### config.mk
export PLATFORM = sky130hd
export DESIGN_NAME = jtdsp16_fetch_flat
export DESIGN_NICKNAME = d
export VERILOG_FILES = /design/src/rtl/jtdsp16_fetch_if.sv /design/src/rtl/jtdsp16_fetch.sv /design/src/flat_wrapper.sv
export SDC_FILE = /design/constraint.sdc
export NUM_CORES = 1
export LEC_CHECK = 0
export CAP_MARGIN = 20
export CELL_PAD_IN_SITES_DETAIL_PLACEMENT = 0
export CELL_PAD_IN_SITES_GLOBAL_PLACEMENT = 1
export CORE_ASPECT_RATIO = 2
export CORE_MARGIN = 1
export CORE_UTILIZATION = 40
export DETAILED_ROUTE_END_ITERATION = 16
export GPL_ROUTABILITY_DRIVEN = 0
export HOLD_SLACK_MARGIN = 0.06
export PLACE_DENSITY = 0.63
export REMOVE_ABC_BUFFERS = 1
export SETUP_SLACK_MARGIN = 0.02
export SLEW_MARGIN = 15
export SYNTH_ARGS = -nofsm -noshare
export SYNTH_HDL_FRONTEND = slang
export SYNTH_SLANG_ARGS = --single-unit
### constraint.sdc
create_clock -name clk -period 4.35 [get_ports clk]
set_clock_uncertainty 0.1 [all_clocks]
set_input_delay 0.87 -clock clk [delete_from_list [all_inputs] [get_ports clk]]
set_output_delay 0.87 -clock clk [all_outputs]
set_load 0.005 [all_outputs]
### src/rtl/jtdsp16_fetch_if.sv
// Fetch-stage bus: program address/ROM word, do/redo loop decode, and the
// instruction register outputs towards the decoder and the ROM AAU.
interface jtdsp16_fetch_if #(
    parameter int CW = 4
);
    logic [15:0]   pc;
    logic [15:0]   rom_addr;
    logic [15:0]   rom_data;
    logic          do_start;
    logic [CW-1:0] do_ni;
    logic [6:0]    do_k;
    logic          redo_start;
    logic          flush;
    logic [15:0]   ir;
    logic          ir_valid;
    logic          pc_hold;
    logic          cache_busy;

    modport master (
        output pc, rom_data, do_start, do_ni, do_k, redo_start, flush,
        input  rom_addr, ir, ir_valid, pc_hold, cache_busy
    );

    modport slave (
        input  pc, rom_data, do_start, do_ni, do_k, redo_start, flush,
        output rom_addr, ir, ir_valid, pc_hold, cache_busy
    );
endinterface

### src/rtl/jtdsp16_fetch.sv
// DSP16 instruction fetch with the do-K loop cache (fill on first pass, replay after).
// Optional JTDSP16_REDO_EN: redo K replays the cached body without a fill pass.
module jtdsp16_fetch #(
    parameter int CW = 4
) (
    input  logic           clk,
    input  logic           rst,
    input  logic           cen,
    jtdsp16_fetch_if.slave bus
);
    localparam int DEPTH = (1 << CW) - 1;

    typedef enum logic [1:0] {
        IDLE,
        FILL,
        REPLAY
    } state_t;

    state_t        state;
    logic [15:0]   cache [DEPTH];
    logic [CW-1:0] n_st;
    logic [CW-1:0] idx;
    logic [CW-1:0] n_last;
    logic [6:0]    iter;
    logic          last;
    logic          fill_we;

    assign bus.rom_addr   = bus.pc;
    assign bus.pc_hold    = (state == REPLAY);
    assign bus.cache_busy = (state != IDLE);

    assign n_last  = n_st - CW'(1);
    assign last    = (idx == n_last);
    assign fill_we = cen && !rst && !bus.flush && (state == FILL);

    // Cache RAM carries no reset so it can map onto a plain memory
    always_ff @(posedge clk) begin
        if (fill_we) begin
            cache[idx] <= bus.rom_data;
        end
    end

    always_ff @(posedge clk) begin
        if (rst) begin
            state        <= IDLE;
            bus.ir       <= '0;
            bus.ir_valid <= 1'b0;
            n_st         <= '0;
            iter         <= '0;
            idx          <= '0;
        end else if (cen) begin
            if (bus.flush) begin
                state        <= IDLE;
                bus.ir_valid <= 1'b0;
                idx          <= '0;
                // An aborted fill keeps only the words that reached the cache
                if (state == FILL) begin
                    n_st <= idx;
                end
            end else begin
                case (state)
                    IDLE: begin
                        bus.ir       <= bus.rom_data;
                        bus.ir_valid <= 1'b1;
                        if (bus.do_start) begin
                            if (bus.do_ni != '0 && bus.do_k != '0) begin
                                n_st  <= bus.do_ni;
                                iter  <= bus.do_k;
                                idx   <= '0;
                                state <= FILL;
                            end
                        end
`ifdef JTDSP16_REDO_EN
                        else if (bus.redo_start && n_st != '0 && bus.do_k != '0) begin
                            iter  <= bus.do_k;
                            idx   <= '0;
                            state <= REPLAY;
                        end
`endif
                    end

                    FILL: begin
                        bus.ir       <= bus.rom_data;
                        bus.ir_valid <= 1'b1;
                        if (last) begin
                            idx <= '0;
                            if (iter == 7'd1) begin
                                state <= IDLE;
                            end else begin
                                iter  <= iter - 7'd1;
                                state <= REPLAY;
                            end
                        end else begin
                            idx <= idx + CW'(1);
                        end
                    end

                    REPLAY: begin
                        bus.ir       <= cache[idx];
                        bus.ir_valid <= 1'b1;
                        if (last) begin
                            idx <= '0;
                            if (iter == 7'd1) begin
                                state <= IDLE;
                            end else begin
                                iter <= iter - 7'd1;
                            end
                        end else begin
                            idx <= idx + CW'(1);
                        end
                    end

                    default: state <= IDLE;
                endcase
            end
        end
    end
endmodule

### src/flat_wrapper.sv
// flat-port wrapper written by rule: the top's interface ports become plain ports
module jtdsp16_fetch_flat 
#(
    parameter int CW = 4
)
  (clk, rst, cen, bus_pc, bus_rom_data, bus_do_start, bus_do_ni, bus_do_k, bus_redo_start, bus_flush, bus_rom_addr, bus_ir, bus_ir_valid, bus_pc_hold, bus_cache_busy);
  jtdsp16_fetch_if #(.CW(CW)) bus_i ();
  input  logic clk;
  input  logic rst;
  input  logic cen;
  input wire logic [$bits(bus_i.pc)-1:0] bus_pc;
  input wire logic [$bits(bus_i.rom_data)-1:0] bus_rom_data;
  input wire logic [$bits(bus_i.do_start)-1:0] bus_do_start;
  input wire logic [$bits(bus_i.do_ni)-1:0] bus_do_ni;
  input wire logic [$bits(bus_i.do_k)-1:0] bus_do_k;
  input wire logic [$bits(bus_i.redo_start)-1:0] bus_redo_start;
  input wire logic [$bits(bus_i.flush)-1:0] bus_flush;
  output wire logic [$bits(bus_i.rom_addr)-1:0] bus_rom_addr;
  output wire logic [$bits(bus_i.ir)-1:0] bus_ir;
  output wire logic [$bits(bus_i.ir_valid)-1:0] bus_ir_valid;
  output wire logic [$bits(bus_i.pc_hold)-1:0] bus_pc_hold;
  output wire logic [$bits(bus_i.cache_busy)-1:0] bus_cache_busy;
  assign bus_i.pc = bus_pc;
  assign bus_i.rom_data = bus_rom_data;
  assign bus_i.do_start = bus_do_start;
  assign bus_i.do_ni = bus_do_ni;
  assign bus_i.do_k = bus_do_k;
  assign bus_i.redo_start = bus_redo_start;
  assign bus_i.flush = bus_flush;
  assign bus_rom_addr = bus_i.rom_addr;
  assign bus_ir = bus_i.ir;
  assign bus_ir_valid = bus_i.ir_valid;
  assign bus_pc_hold = bus_i.pc_hold;
  assign bus_cache_busy = bus_i.cache_busy;
  jtdsp16_fetch #(.CW(CW)) u_core (.clk(clk), .rst(rst), .cen(cen), .bus(bus_i));
endmodule
==> impl_metrics.py <==
metrics = {
    "power_and_ir_drop": {
        "p_comb_share_pct": 5.4,
        "peakVddDrop_uv": 229.4,
        "powerDensity_mw_per_mm2": 400.8,
        "p_sw_mw": 1.155,
        "intPower_mw": 4.162,
        "leakage_nw": 4.132,
        "power_frac_seq_pct": 55.1,
        "p_clk_share_pct": 39.4,
        "sw_frac_of_total_pct": 21.72,
    },
    "yosys": {
        "ys_ff_latch": 278,
        "yosys_warnings": 0,
        "yosysMostFrequentCell": "edfxtp_1",
        "synth_common_cells": "edfxtp_1, mux4_2, nor2_1",
        "ys.flop_type": "edfxtp_1",
        "syn_inst": 693,
        "synth_top_cell_by_area": "edfxtp_1",
        "synth_top_area_share_pct": 62.45,
        "synth_area_leaders": "edfxtp_1, mux4_2, dfxtp_1, nor2_1, nand2_1",
        "synth-edff-count": 240,
        "ys_seq_area_share_pct": 69.04,
        "synth_area_sq_mm": 0.01154,
        "async_reset_ff_share_pct": 0,
        "synth_cell_types": 59,
        "syn_avg_cell_area_sq_um": 16.65,
    },
    "worst_setup_path": {
        "crit_type": "in2reg",
        "rrSetupSlack_ns": 1.61,
        "critPathLaunchType": "input port",
        "critical-path-slowest-cell": "clkdlybuf4s50_1",
        "cp.arrival_ns": 3.07,
        "critPathMaxFanout": 16,
        "path_cells": "clkdlybuf4s50_1 -> nor4bb_1 -> nand2_1 -> nor3_2 -> buf_4",
        "critPathTopFamily": "simple AND/OR/NAND/NOR gates",
        "slowest_delay_ns": 0.65,
        "critPathCaptureType": "flop",
        "path_buf_inv": 2,
        "critical_path_required_ns": 4.44,
    },
    "cts": {
        "clk_latency_ns": 0.55,
        "hold_buffers": 0,
        "clk_pin_slew_ns": 0.07,
        "post_cts_buffers": 0,
        "cts_buffers": 25,
        "clockBufferDepth": 3,
        "cts_sinks": 278,
        "h-tree-depth": 1,
        "cts-resized-gates": 0,
        "cts-root-buf": "clkbuf_16",
        "cts_tree": "done",
    },
    "global_routing": {
        "track_usage_pct": 19.39,
        "grt_overflow": 0,
        "grt_pass1_wl_mm": 41.41,
        "grt_pass1_vias": 6820,
        "grt_max_degree": 48,
        "antenna_found_initial": 0,
    },
    "placement": {
        "portBuffers": 50,
        "place_inst": 1081,
        "dpl.hpwl_mm": 17.13,
    },
    "final_layout": {
        "drive_gt1_share_pct": 21.27,
        "antenna-diode-count": 0,
        "post-route-util_pct": 46.87,
        "final_nets": 813,
        "instances_no_fill": 1127,
        "synthToLayoutAreaGrowth_pct": 14.93,
    },
    "die": {
        "initial_core_util_pct": 40.78,
        "ios": 84,
        "num_rows": 87,
        "dieHeight_um": 242.2,
        "die_x_um": 122.1,
        "fp.dieArea_sq_mm": 0.02958,
        "core-area_sq_mm": 0.02830,
    },
    "route": {
        "wl_met2_mm": 14.90,
        "wl_met1_mm": 10.61,
        "antenna_left": 0,
        "drc_errors": 0,
        "dr.first_iter.drc_count": 383,
        "wl_per_cell_um": 24.52,
        "top_layer": "met4",
        "vias": 6396,
        "met3WireLength_mm": 1.212,
        "drt-vias-per-instance": 5.675,
        "wirelength_mm": 27.63,
        "firstDrtPassIters": 4,
    },
    "outcome": {
        "status": "complete, no violations",
    },
    "timing": {
        "slew_viol_final": 0,
        "max_slew_margin_pct": 27.97,
        "tightestPinTransition_ns": 1.080,
        "timing.fmax_ghz": 0.3360,
        "setup_viol": 0,
        "setup_tns_ns": 0,
        "min_period_over_period_pct": 68.42,
        "hold_viol": 0,
        "fin_crit_ns": 2.976,
        "rsz0062_at_grt": "no",
    },
    "run": {
        "max_cap_violations": 0,
    },
    "hold_path": {
        "holdCritPathClass": "reg2reg",
    },
}
-- power groups by stage --
stage	Sequential, mW	Combinational (mW)	Clock, mW
after floorplan	2.99	0.138	0
after global placement	2.99	0.283	0
after detailed placement	2.99	0.290	0
after CTS	2.93	0.292	2.15
after global routing	2.93	0.315	2.23
final	2.93	0.289	2.10
-- final cells by class --
| cell class | instances | area [sq um] |
|---|---|---|
| Clock buffer | 29 | 640.6 |
| Clock inverter | 17 | 125.1 |
| Fill cell | 2439 | 15040 |
| Inverter | 20 | 75.07 |
| Multi-Input combinational cell | 343 | 3236 |
| Sequential cell | 278 | 7974 |
| Tap cell | 356 | 445.4 |
| Timing Repair Buffer | 84 | 768.2 |
-- worst paths after layout --
kind | startpoint | endpoint | cells after the start
hold / removal | u_core.iter[1]$_SDFFE_PP0P_ | u_core.iter[1]$_SDFFE_PP0P_ | 2
setup / recovery | cen | u_core.cache[0][9]$_DFFE_PP_ | 5
setup reg to reg | u_core.state[0]$_SDFFE_PP0P_ | u_core.cache[0][9]$_DFFE_PP_ | 5
hold reg to reg | u_core.iter[1]$_SDFFE_PP0P_ | u_core.iter[1]$_SDFFE_PP0P_ | 2
-- kinds of logic after synthesis --
| group | synth area share, % |
|---|---|
| DFF | 69.04 |
| buffers and inverters | 3.339 |
| muxes | 13.49 |
| xor gates and xnor gates | 0.7048 |
| and+or+nand+nor | 6.342 |
| adders and majority gates | 1.301 |
| AOI/OAI and AO/OA | 5.789 |
-- cell usage in the layout (no fill, tap or decap), types with 3 or more instances in the layout --
master,synthesis,layout
a211oi_1,11,11
a21oi_1,11,11
a31oi_1,9,9
buf_4,21,33
clkbuf_1,21,4
clkbuf_16,0,25
clkdlybuf4s50_1,0,50
clkinv_1,0,5
clkinv_2,0,5
clkinv_4,0,3
dfxtp_1,38,35
edfxtp_1,240,240
ha_1,12,12
inv_1,19,19
mux2_2,4,4
mux2i_1,16,16
mux4_2,60,60
nand2_1,44,44
nand2b_1,4,4
nand3_1,12,12
nand4b_1,3,3
nor2_1,50,39
nor2_2,0,11
nor2b_1,5,5
nor3_1,8,4
nor3_2,0,4
o211ai_1,6,6
o21ai_0,27,27
o221ai_1,17,17
or4_1,4,4
-- metal layers --
layer / vias up / track usage, %
li1: 2852 / -
met1: 3312 / 22.78
met2: 183 / 34.90
met3: 49 / 2.848
met4: 0 / 7.496
met5: - / 0
-- stage by stage --
step           worst slack, ns  power [mW]  cell area [sq um]  hold WS (ns)
6_report                 1.374       5.317              13260        0.4306
5_1_grt                  1.312       5.483              13260        0.4634
4_1_cts                  1.380       5.371              13260        0.4393
3_5_place_dp            0.8644       3.281              12500        0.4083
3_3_place_gp            0.9363       3.273              12500        0.4200
2_1_floorplan           0.4349       3.129              11230        0.3744
-- state kept, by name, indices dropped and copies added, names as in the netlist, named ones only --
register and flops:
u_core.idx 4, u_core.bus.ir_valid 1, u_core.cache 240, u_core.n_st 4, u_core.state 2, u_core.bus.ir 16
u_core.iter 7
-- tightest hold or removal path: cells and delay by family (launching register included) --
family	cells	cell delay (ns)
flops	1	0.35
simple gates	1	0.09
compound gates	1	0.06
No activity file was read; power rests on OpenSTA's default activity.
